`src/rtl/sc_regserial_pkg.sv`:
```
// Shared types and constants for the general-register serial readback path.
package sc_regserial_pkg;

    typedef enum logic [2:0] {
        IDLE   = 3'd0,
        START  = 3'd1,
        DATA   = 3'd2,
        STOP   = 3'd3,
        PARITY = 3'd4
    } txState_t;

    localparam logic LINE_IDLE  = 1'b1;
    localparam logic LINE_START = 1'b0;

    // 50 MHz system clock / 115200 baud
    localparam int DEFAULT_BAUD_DIV = 434;

endpackage

```
`src/rtl/sc_regserial_tx_baudtick.sv`:
```
// Bit-period timer: counts 0..BAUD_DIV-1 and flags the last and
// second-to-last cycle of each bit. Holding clear keeps the count at 0, so
// the first cycle after clear drops is count 0 of a fresh bit period.
module sc_baudtick #(
    parameter int BAUD_DIV = 434
) (
    input  logic clk,
    input  logic rstN,
    input  logic clear,
    output logic tick,
    output logic preTick
);

    localparam int CW = $clog2(BAUD_DIV);

    logic [CW-1:0] count;

    assign tick    = !clear && (count == CW'(BAUD_DIV - 1));
    assign preTick = !clear && (count == CW'(BAUD_DIV - 2));

    // Free-running bit counter, wraps at the end of every bit period
    always_ff @(posedge clk or negedge rstN) begin
        if (!rstN) begin
            count <= '0;
        end else if (clear || tick) begin
            count <= '0;
        end else begin
            count <= count + 1'b1;
        end
    end

endmodule

```
`src/rtl/sc_regserial_tx.sv`:
```
// Serial readback transmitter for the general register: on a falling edge of
// the active-low request it latches the parallel bus and sends
// start / DATAWIDTH data bits LSB-first / stop, each BAUD_DIV clocks long.
// Define SC_REGSERIALTX_PARITY_EN to insert an even-parity bit before stop.
module sc_regserial_tx
    import sc_regserial_pkg::*;
#(
    parameter int DATAWIDTH = 8,
    parameter int BAUD_DIV  = DEFAULT_BAUD_DIV
) (
    input  logic                 SC_RegSERIALTX_CLOCK_50,
    input  logic                 SC_RegSERIALTX_RESET_InLow,
    input  logic [DATAWIDTH-1:0] SC_RegSERIALTX_data_InBUS,
    input  logic                 SC_RegSERIALTX_start_InLow,
    output logic                 SC_RegSERIALTX_serial_Out,
    output logic                 SC_RegSERIALTX_busy_OutHigh,
    output logic                 SC_RegSERIALTX_done_OutHigh
);

    localparam int BCW = (DATAWIDTH > 1) ? $clog2(DATAWIDTH) : 1;
    localparam logic [BCW-1:0] LAST_BIT = BCW'(DATAWIDTH - 1);

    txState_t             state;
    logic [DATAWIDTH-1:0] shiftReg;
    logic [BCW-1:0]       bitCnt;
    logic                 startPrev;
    logic                 request;
    logic                 baudClear;
    logic                 baudTick;
    logic                 baudPreTick;
`ifdef SC_REGSERIALTX_PARITY_EN
    logic                 parityBit;
`endif

    // Only a high-to-low transition counts; a held-low request is ignored
    assign request   = startPrev && !SC_RegSERIALTX_start_InLow;
    // Timer sits at zero while idle so the start bit gets a full period
    assign baudClear = (state == IDLE);

    sc_baudtick #(
        .BAUD_DIV (BAUD_DIV)
    ) uBaud (
        .clk     (SC_RegSERIALTX_CLOCK_50),
        .rstN    (SC_RegSERIALTX_RESET_InLow),
        .clear   (baudClear),
        .tick    (baudTick),
        .preTick (baudPreTick)
    );

    // Frame sequencer; every output is registered so the line is glitch-free
    always_ff @(posedge SC_RegSERIALTX_CLOCK_50 or negedge SC_RegSERIALTX_RESET_InLow) begin
        if (!SC_RegSERIALTX_RESET_InLow) begin
            state                       <= IDLE;
            shiftReg                    <= '0;
            bitCnt                      <= '0;
            startPrev                   <= 1'b1;
            SC_RegSERIALTX_serial_Out   <= LINE_IDLE;
            SC_RegSERIALTX_busy_OutHigh <= 1'b0;
            SC_RegSERIALTX_done_OutHigh <= 1'b0;
`ifdef SC_REGSERIALTX_PARITY_EN
            parityBit                   <= 1'b0;
`endif
        end else begin
            startPrev                   <= SC_RegSERIALTX_start_InLow;
            SC_RegSERIALTX_done_OutHigh <= 1'b0;
            case (state)
                IDLE: begin
                    if (request) begin
                        shiftReg                    <= SC_RegSERIALTX_data_InBUS;
                        bitCnt                      <= '0;
                        state                       <= START;
                        SC_RegSERIALTX_serial_Out   <= LINE_START;
                        SC_RegSERIALTX_busy_OutHigh <= 1'b1;
`ifdef SC_REGSERIALTX_PARITY_EN
                        parityBit                   <= ^SC_RegSERIALTX_data_InBUS;
`endif
                    end
                end
                START: begin
                    if (baudTick) begin
                        state                     <= DATA;
                        SC_RegSERIALTX_serial_Out <= shiftReg[0];
                        shiftReg                  <= shiftReg >> 1;
                    end
                end
                DATA: begin
                    if (baudTick) begin
                        if (bitCnt == LAST_BIT) begin
                            bitCnt <= '0;
`ifdef SC_REGSERIALTX_PARITY_EN
                            state                     <= PARITY;
                            SC_RegSERIALTX_serial_Out <= parityBit;
`else
                            state                     <= STOP;
                            SC_RegSERIALTX_serial_Out <= LINE_IDLE;
`endif
                        end else begin
                            bitCnt                    <= bitCnt + 1'b1;
                            SC_RegSERIALTX_serial_Out <= shiftReg[0];
                            shiftReg                  <= shiftReg >> 1;
                        end
                    end
                end
`ifdef SC_REGSERIALTX_PARITY_EN
                PARITY: begin
                    if (baudTick) begin
                        state                     <= STOP;
                        SC_RegSERIALTX_serial_Out <= LINE_IDLE;
                    end
                end
`endif
                STOP: begin
                    // Raised one cycle early so done lines up with the last busy cycle
                    if (baudPreTick) begin
                        SC_RegSERIALTX_done_OutHigh <= 1'b1;
                    end
                    if (baudTick) begin
                        state                       <= IDLE;
                        SC_RegSERIALTX_busy_OutHigh <= 1'b0;
                    end
                end
                default: begin
                    state <= IDLE;
                end
            endcase
        end
    end

endmodule

```
`config.mk`:
```
export PLATFORM = sky130hd
export DESIGN_NAME = sc_regserial_tx
export DESIGN_NICKNAME = d
export VERILOG_FILES = /design/src/rtl/sc_regserial_pkg.sv /design/src/rtl/sc_regserial_tx_baudtick.sv /design/src/rtl/sc_regserial_tx.sv
export SDC_FILE = /design/constraint.sdc
export NUM_CORES = 1
export LEC_CHECK = 0
export ABC_CLOCK_PERIOD_IN_PS = 1900
export CORE_MARGIN = 8
export CORE_UTILIZATION = 50
export CTS_CLUSTER_DIAMETER = 40
export DETAILED_ROUTE_END_ITERATION = 10
export PLACE_DENSITY = 0.74
export SLEW_MARGIN = 20
export SYNTH_ARGS = -nofsm -noshare
export SYNTH_HDL_FRONTEND = slang
export SYNTH_SLANG_ARGS = --single-unit
```
`constraint.sdc`:
```
create_clock -name SC_RegSERIALTX_CLOCK_50 -period 1.9 [get_ports SC_RegSERIALTX_CLOCK_50]
set_clock_uncertainty 0.1 [all_clocks]
set_input_delay 0.285 -clock SC_RegSERIALTX_CLOCK_50 [delete_from_list [all_inputs] [get_ports SC_RegSERIALTX_CLOCK_50]]
set_output_delay 0.285 -clock SC_RegSERIALTX_CLOCK_50 [all_outputs]
set_load 0.005 [all_outputs]
```
==> results of run 1 <==
==> synth_stat cells (all sizes together), types with 2 or more instances <==
cell    count  area, sq um
dfrtp      24          601
mux2       17          191
nor2       13         48.8
ha         10          125
nand2       8         30.0
inv         7         26.3
o21ai       6         33.8
o211ai      5         42.5
xnor2       5         43.8
nand2b      4         25.0
a21boi      3         22.5
a21oi       3         15.0
buf         3         20.0
nand3       3         15.0
clkbuf      2         7.51
dfstp       2         52.6
nor3        2         10.0
xor2        2         17.5
==> final cells by class <==
| cell class | count | area [sq um] |
|---|---|---|
| clock buffer | 3 | 22.5 |
| fill | 228 | 1030 |
| inverter | 7 | 26.3 |
| multi-input combinational | 91 | 773 |
| sequential | 26 | 656 |
| tap | 31 | 38.8 |
| timing repair buffer | 24 | 213 |
==> power by group through the flow <==
stage / Sequential [W] / Clock, W / Combinational, W
after floorplan: 0.000566 / 0 / 0.00000542
after global placement: 0.000566 / 0 / 0.0000405
after detailed placement: 0.000566 / 0 / 0.0000409
after CTS: 0.000556 / 0.000240 / 0.0000413
after global routing: 0.000556 / 0.000264 / 0.0000453
final: 0.000556 / 0.000229 / 0.0000408
==> critical path, cell delays in order (launching register included) <==
cell	delay [ns]
dfrtp_1	0.46
buf_4	0.16
ha_1	0.21
a2111oi_2	0.39
o21ai_1	0.13
mux2_1	0.31
==> state kept, by name (all words and copies together) (netlist names) <==
| register | flops |
|---|---|
| SC_RegSERIALTX_busy_OutHigh | 1 |
| SC_RegSERIALTX_done_OutHigh | 1 |
| SC_RegSERIALTX_serial_Out | 1 |
| bitCnt | 3 |
| shiftReg | 8 |
| startPrev | 1 |
| state | 2 |
| uBaud.count | 9 |
==> metrics by stage <==
| stage | power [W] | util (%) |
|---|---|---|
| 3_3_place_gp | 0.000607 | 59.7 |
| 5_1_grt | 0.000865 | 62.7 |
| 4_1_cts | 0.000837 | 61.2 |
| 6_report | 0.000825 | 62.7 |
| 3_5_place_dp | 0.000607 | 59.7 |
| 2_1_floorplan | 0.000571 | - |
==> timing repair <==
action,CTS,global route
pin swaps,0,3
endpoints found under the setup margin,10,12
gates resized for setup,3,9
buffers inserted,2,1
==> cell families (layout without fill, tap and decap cells) <==
kind of cell,after synthesis,count (layout),share of synthesized area (%)
mux,17,17,13.2
compound gates,20,20,10.1
simple gates,37,37,14.8
fa+ha+maj,10,10,8.66
xor+xnor,7,7,4.24
flops,26,26,45.2
buf+inv,12,34,3.72
==> worst paths after layout <==
check	from	to	slack, ns	depth (start not counted)
max reg2reg	state[1]	state[1]	0.04	5
min in group SC_RegSERIALTX_CLOCK_50	SC_RegSERIALTX_start_InLow	startPrev	0.29	1
max	state[1]	state[1]	0.04	5
min reg2reg	shiftReg[4]	shiftReg[4]	0.41	1
min	SC_RegSERIALTX_RESET_InLow	uBaud.count[1]	0.23	2
max in group asynchronous	SC_RegSERIALTX_RESET_InLow	SC_RegSERIALTX_serial_Out	1.18	2
==> metal layers <==
layer	routed length, um	GRT usage, %	up-vias	share of wire (%)
met5	0	0	-	0
met4	19	4.24	0	0.73
met3	76	2.29	2	2.9
met2	1300	18.6	8	50
met1	1210	12.7	479	46
li1	-	-	491	-
==> flow_summary_export.csv, run 1 <==
group,metric,value,unit
synth,syn_inst,129,
layout,design_area,1730,sq um
worst_setup_path,path_max_fanout,5,
layout,drive_above_1_share,30.5,%
timing,tightest_slew,0.333,ns
floorplanning,start_util,52.4,%
worst_setup_path,crit_path_end_kind,"flop",
layout,area_growth,19.7,%
layout,layout_common_cells,"22 x dfrtp_1, 15 x mux2_2, 13 x nor2_1, 13 x clkdlybuf4s50_1, 11 x buf_4",
floorplanning,die_y,69.8,um
timing,setup-tns-final,0,ns
worst_setup_path,critical_path_class,"flop to flop",
placed_design,dpl_cell_area,1650,sq um
power,comb_power_share,4.9,%
placed_design,dp.cells,176,
placed_design,pre_cts_ws,-0.163,ns
layout,diodes,0,
outcome,status,"finished, final reports clean",
global_routing,antenna_found_initial,0,
floorplanning,core,2760,sq um
global_routing,grt_pass1_vias,1018,
timing,maxClockFrequency,539,MHz
placed_design,io_buffers,13,
synth,syn_area,1450,sq um
synth,yosysWarningCount,0,
layout,fin_nets,174,
synth,syn-num-nets,150,
global_routing,grt_max_degree,27,
power,pwr_density_cell,477,nW/um^2
synth,synth_edf_count,0,
placed_design,gp_congestion,0.806,
worst_setup_path,critPathRequiredTime,2.01,ns
synth,synthArstFlopShare,100,%
power,peakVddDrop,381,uV
clock_network,cts_root_buf,"clkbuf_4",
worst_setup_path,cp_data_arrival_time,1.97,ns
floorplanning,dieArea,4870,sq um
power,p_leak,0.805,nW
clock_network,cts_tree,"yes",
power,clock_power_share,27.7,%
timing,rsz0062_at_grt,"true",
synth,ys_ff_latch,26,
global_routing,grt_overflow_total,0,
floorplanning,dieWidth,69.8,um
drt,drc,0,
timing,setup-violations-final,0,
drt,vias_per_cell,5.38,
clock_network,clk_latency,0.31,ns
power,p_int,0.000653,W
layout,mostFrequentLayoutCell,"dfrtp_1",
drt,routedWlPerCell,14.3,um
clock_network,clockBufferDepth,2,
timing,slew_headroom,77.8,%
floorplanning,placement_rows,19,
synth,yosysUniqueCellTypes,34,
drt,drt_iter0_drc,71,
clock_network,htreeDepth,1,
timing,whs,0.229,ns
power,switchingPower,0.000173,W
placed_design,dp_hpwl,1890,um
drt,dr.pass1.iters,4,
clock_network,clk_pin_slew,0.13,ns
global_routing,grt_pass1_wl,4490,um
global_routing,grt_usage,10.8,%
job,drv_cap,0,
clock_network,cts_sinks,26,
timing,slew_viol_final,0,
timing,timing.final.ws_setup,0.0443,ns
timing,hold_viol_final,0,
layout,final-instance-count-excl-fill,182,
drt,finalWirelength,2600,um
synth,avgSynthCellArea,11.2,sq um
synth,ys_seq_area_share,45.2,%
min_path,hp-class,"input pin to async pin",
power,swShare,20.9,%
drt,ant_nets,0,
worst_setup_path,critPathLaunchType,"flop",
timing,post-route-period-util,97.7,%
power,seqPwrFrac,67.3,%
floorplanning,num_io_pins,14,
clock_network,cts_buffers,3,
drt,vias,980,
timing,period_minus_slack,1.86,ns
synth,ys.flop_type,"dfrtp_1",
clock_network,hold_buffers,0,
Note: power is estimated with default switching activity, not from simulation.
==> run 2, diff against run 1 <==
--- a/config.mk
+++ b/config.mk
@@ -6,11 +6,13 @@
 export NUM_CORES = 1
 export LEC_CHECK = 0
 export ABC_CLOCK_PERIOD_IN_PS = 1900
+export CORE_ASPECT_RATIO = 1.75
 export CORE_MARGIN = 8
 export CORE_UTILIZATION = 50
 export CTS_CLUSTER_DIAMETER = 40
 export DETAILED_ROUTE_END_ITERATION = 10
 export PLACE_DENSITY = 0.74
+export RECOVER_POWER = 50
 export SLEW_MARGIN = 20
 export SYNTH_ARGS = -nofsm -noshare
 export SYNTH_HDL_FRONTEND = slang
==> run 2 against run 1 <==
Effect of this change: non-clock buffer count is 2 higher; sequential share of layout area fell by 0.95 points; routed wire length is 3.5% higher; clock power grew 54%; sequential power about the same; maximum frequency increased by 1.2%; register-to-register slack gained 0.02 ns; first-iteration DRC count is 80% lower; setup slack better by 0.022 ns; critical path type is now input pin to flop; critical endpoint unchanged; largest power group unchanged.
==> flow_summary_export.csv, run 2 (synthesized netlist as in run 1, its figures left out) <==
group,metric,value,unit
floorplanning,core,2830,sq um
layout,diodes,0,
clock_network,htreeDepth,1,
global_routing,met1_usage,11.8,%
floorplanning,dieWidth,56.6,um
min_path,hp-class,"flop to flop",
clock_network,cts_tree,"yes",
clock_network,hold_buffers,0,
global_routing,grt_pass1_wl,4600,um
drt,vias,980,
drt,routedWlPerCell,14.8,um
layout,largest_reg_flops,9,
placed_design,io_buffers,13,
placed_design,gp_congestion,0.848,
layout,fillCellCount,240,
worst_setup_path,critPathRequiredTime,1.95,ns
power,p_leak,0.832,nW
timing,whs,0.402,ns
timing,tightest_slew,0.664,ns
global_routing,grt_pass1_vias,1073,
worst_setup_path,critPathLaunchType,"input pin",
worst_setup_path,crit_slowest_cell,"dlygate4sd3_1",
drt,dr.pass1.iters,3,
global_routing,grt_usage,11.4,%
layout,biggestRegsByFlops,"uBaud.count (9), shiftReg (8), bitCnt (3)",
global_routing,grt.busiest_layer,"met2",
layout,mostFrequentLayoutCell,"dfrtp_1",
floorplanning,start_util,51.1,%
placed_design,dp.cells,176,
timing,post-route-period-util,96.5,%
outcome,status,"finished, final reports clean",
timing,rsz0062_at_grt,"true",
layout,final_util,62.6,%
drt,drc,0,
timing,setup-violations-final,0,
drt,ant_nets,0,
worst_setup_path,slowest_delay,0.55,ns
timing,maxClockFrequency,545,MHz
global_routing,grt_use_met2,20.6,%
timing,slew_headroom,55.7,%
floorplanning,dieArea,4930,sq um
layout,largest-register,"uBaud.count",
global_routing,grt_overflow_total,0,
clock_network,clk_pin_slew,0.09,ns
floorplanning,placement_rows,26,
min_path,worst_hold_path.num_cells,1,
timing,hold_viol_final,0,
layout,final-instance-count-excl-fill,182,
global_routing,use_met3,2.19,%
timing,slew_viol_final,0,
worst_setup_path,r2r_slack,0.07,ns
global_routing,grt_max_degree,27,
worst_setup_path,crit_chain,"dlygate4sd3_1 -> nand2b_1 -> a2111oi_2 -> o21ai_2 -> mux2_1",
layout,fin_nets,176,
layout,drive_above_1_share,31.2,%
worst_setup_path,crit_path_end_kind,"flop",
drt,finalWirelength,2690,um
clock_network,cts_root_buf,"clkbuf_8",
power,peakVddDrop,544,uV
worst_setup_path,reg2regPathDepth,7,
global_routing,antenna_found_initial,0,
floorplanning,num_io_pins,14,
layout,layout_common_cells,"23 x dfrtp_1, 15 x mux2_2, 13 x nor2_1",
job,drv_cap,0,
worst_setup_path,path_max_fanout,3,
timing,period_minus_slack,1.83,ns
power,pwr_density_cell,535,nW/um^2
drt,drt_iter0_drc,14,
clock_network,cts_buffers,3,
drt,vias_per_cell,5.38,
clock_network,clockBufferDepth,2,
clock_network,clk_latency,0.27,ns
layout,area_growth,22.5,%
placed_design,dp_hpwl,2040,um
worst_setup_path,critical_path_class,"input pin to flop",
power,p_total,0.000948,W
floorplanning,die_y,87.1,um
worst_setup_path,cp_data_arrival_time,1.89,ns
clock_network,cts_sinks,26,
-- run 2: cell count changes in the layout (fill, tap and decap cells not counted), moves of 2 or more --
| cell | change |
|---|---|
| clkbuf_4 | -3 |
| clkbuf_8 | +4 |
| dlygate4sd3_1 | +2 |
| clkdlybuf4s50_1 | -2 |
-- run 2: path summary, 6_finish.rpt --
path | startpoint | end
min in group asynchronous | SC_RegSERIALTX_RESET_InLow | bitCnt[1]
min reg2reg | shiftReg[4] | shiftReg[4]
max | SC_RegSERIALTX_start_InLow | state[1]
max in group asynchronous | SC_RegSERIALTX_RESET_InLow | uBaud.count[0]
min | shiftReg[4] | shiftReg[4]
max reg2reg | uBaud.count[1] | shiftReg[4]
-- run 2: critical path, delay by kind of cell --
family	cells	cell delay (ns)
AOI/OAI and AO/OA	2	0.54
buffers and inverters	1	0.55
muxes	1	0.31
and+or+nand+nor	1	0.20
-- run 2: routing by layer --
layer,up-vias,wire [um]
met5,-,0
met2,12,1510
met3,8,64
met1,460,1040
li1,500,-
met4,0,68
-- run 2: layout make-up --
type | instances | area, sq um | area share [%]
repair buffers | 26 | 225 | 12.7
clock buffers | 4 | 55.1 | 3.11
inverters | 7 | 26.3 | 1.48
multi-input cells | 91 | 774 | 43.7
well taps | 28 | 35.0 | 1.98
flip-flops and latches | 26 | 654 | 37.0
-- run 2: per-stage QoR --
| stage | cell area [sq um] | setup TNS [ns] | setup slack (ns) |
|---|---|---|---|
| floorplan | 1450 | 0 | 0.0230 |
| global placement | 1670 | -0.674 | -0.149 |
| detailed placement | 1670 | -1.09 | -0.222 |
| CTS | 1720 | 0 | 0.00998 |
| global route | 1770 | -0.137 | -0.0394 |
| finish | 1770 | 0 | 0.0667 |
-- run 2: repair_timing --
action	in CTS	in global routing
resized for setup	2	9
endpoints found under the setup margin	10	10
pin swaps	0	1
buffers inserted	0	2
-- run 2: power breakdown --
group / switching (W) / internal, W
Clock: 0.000167 / 0.000185
Sequential: 0.000000329 / 0.000555
Combinational: 0.0000177 / 0.0000230
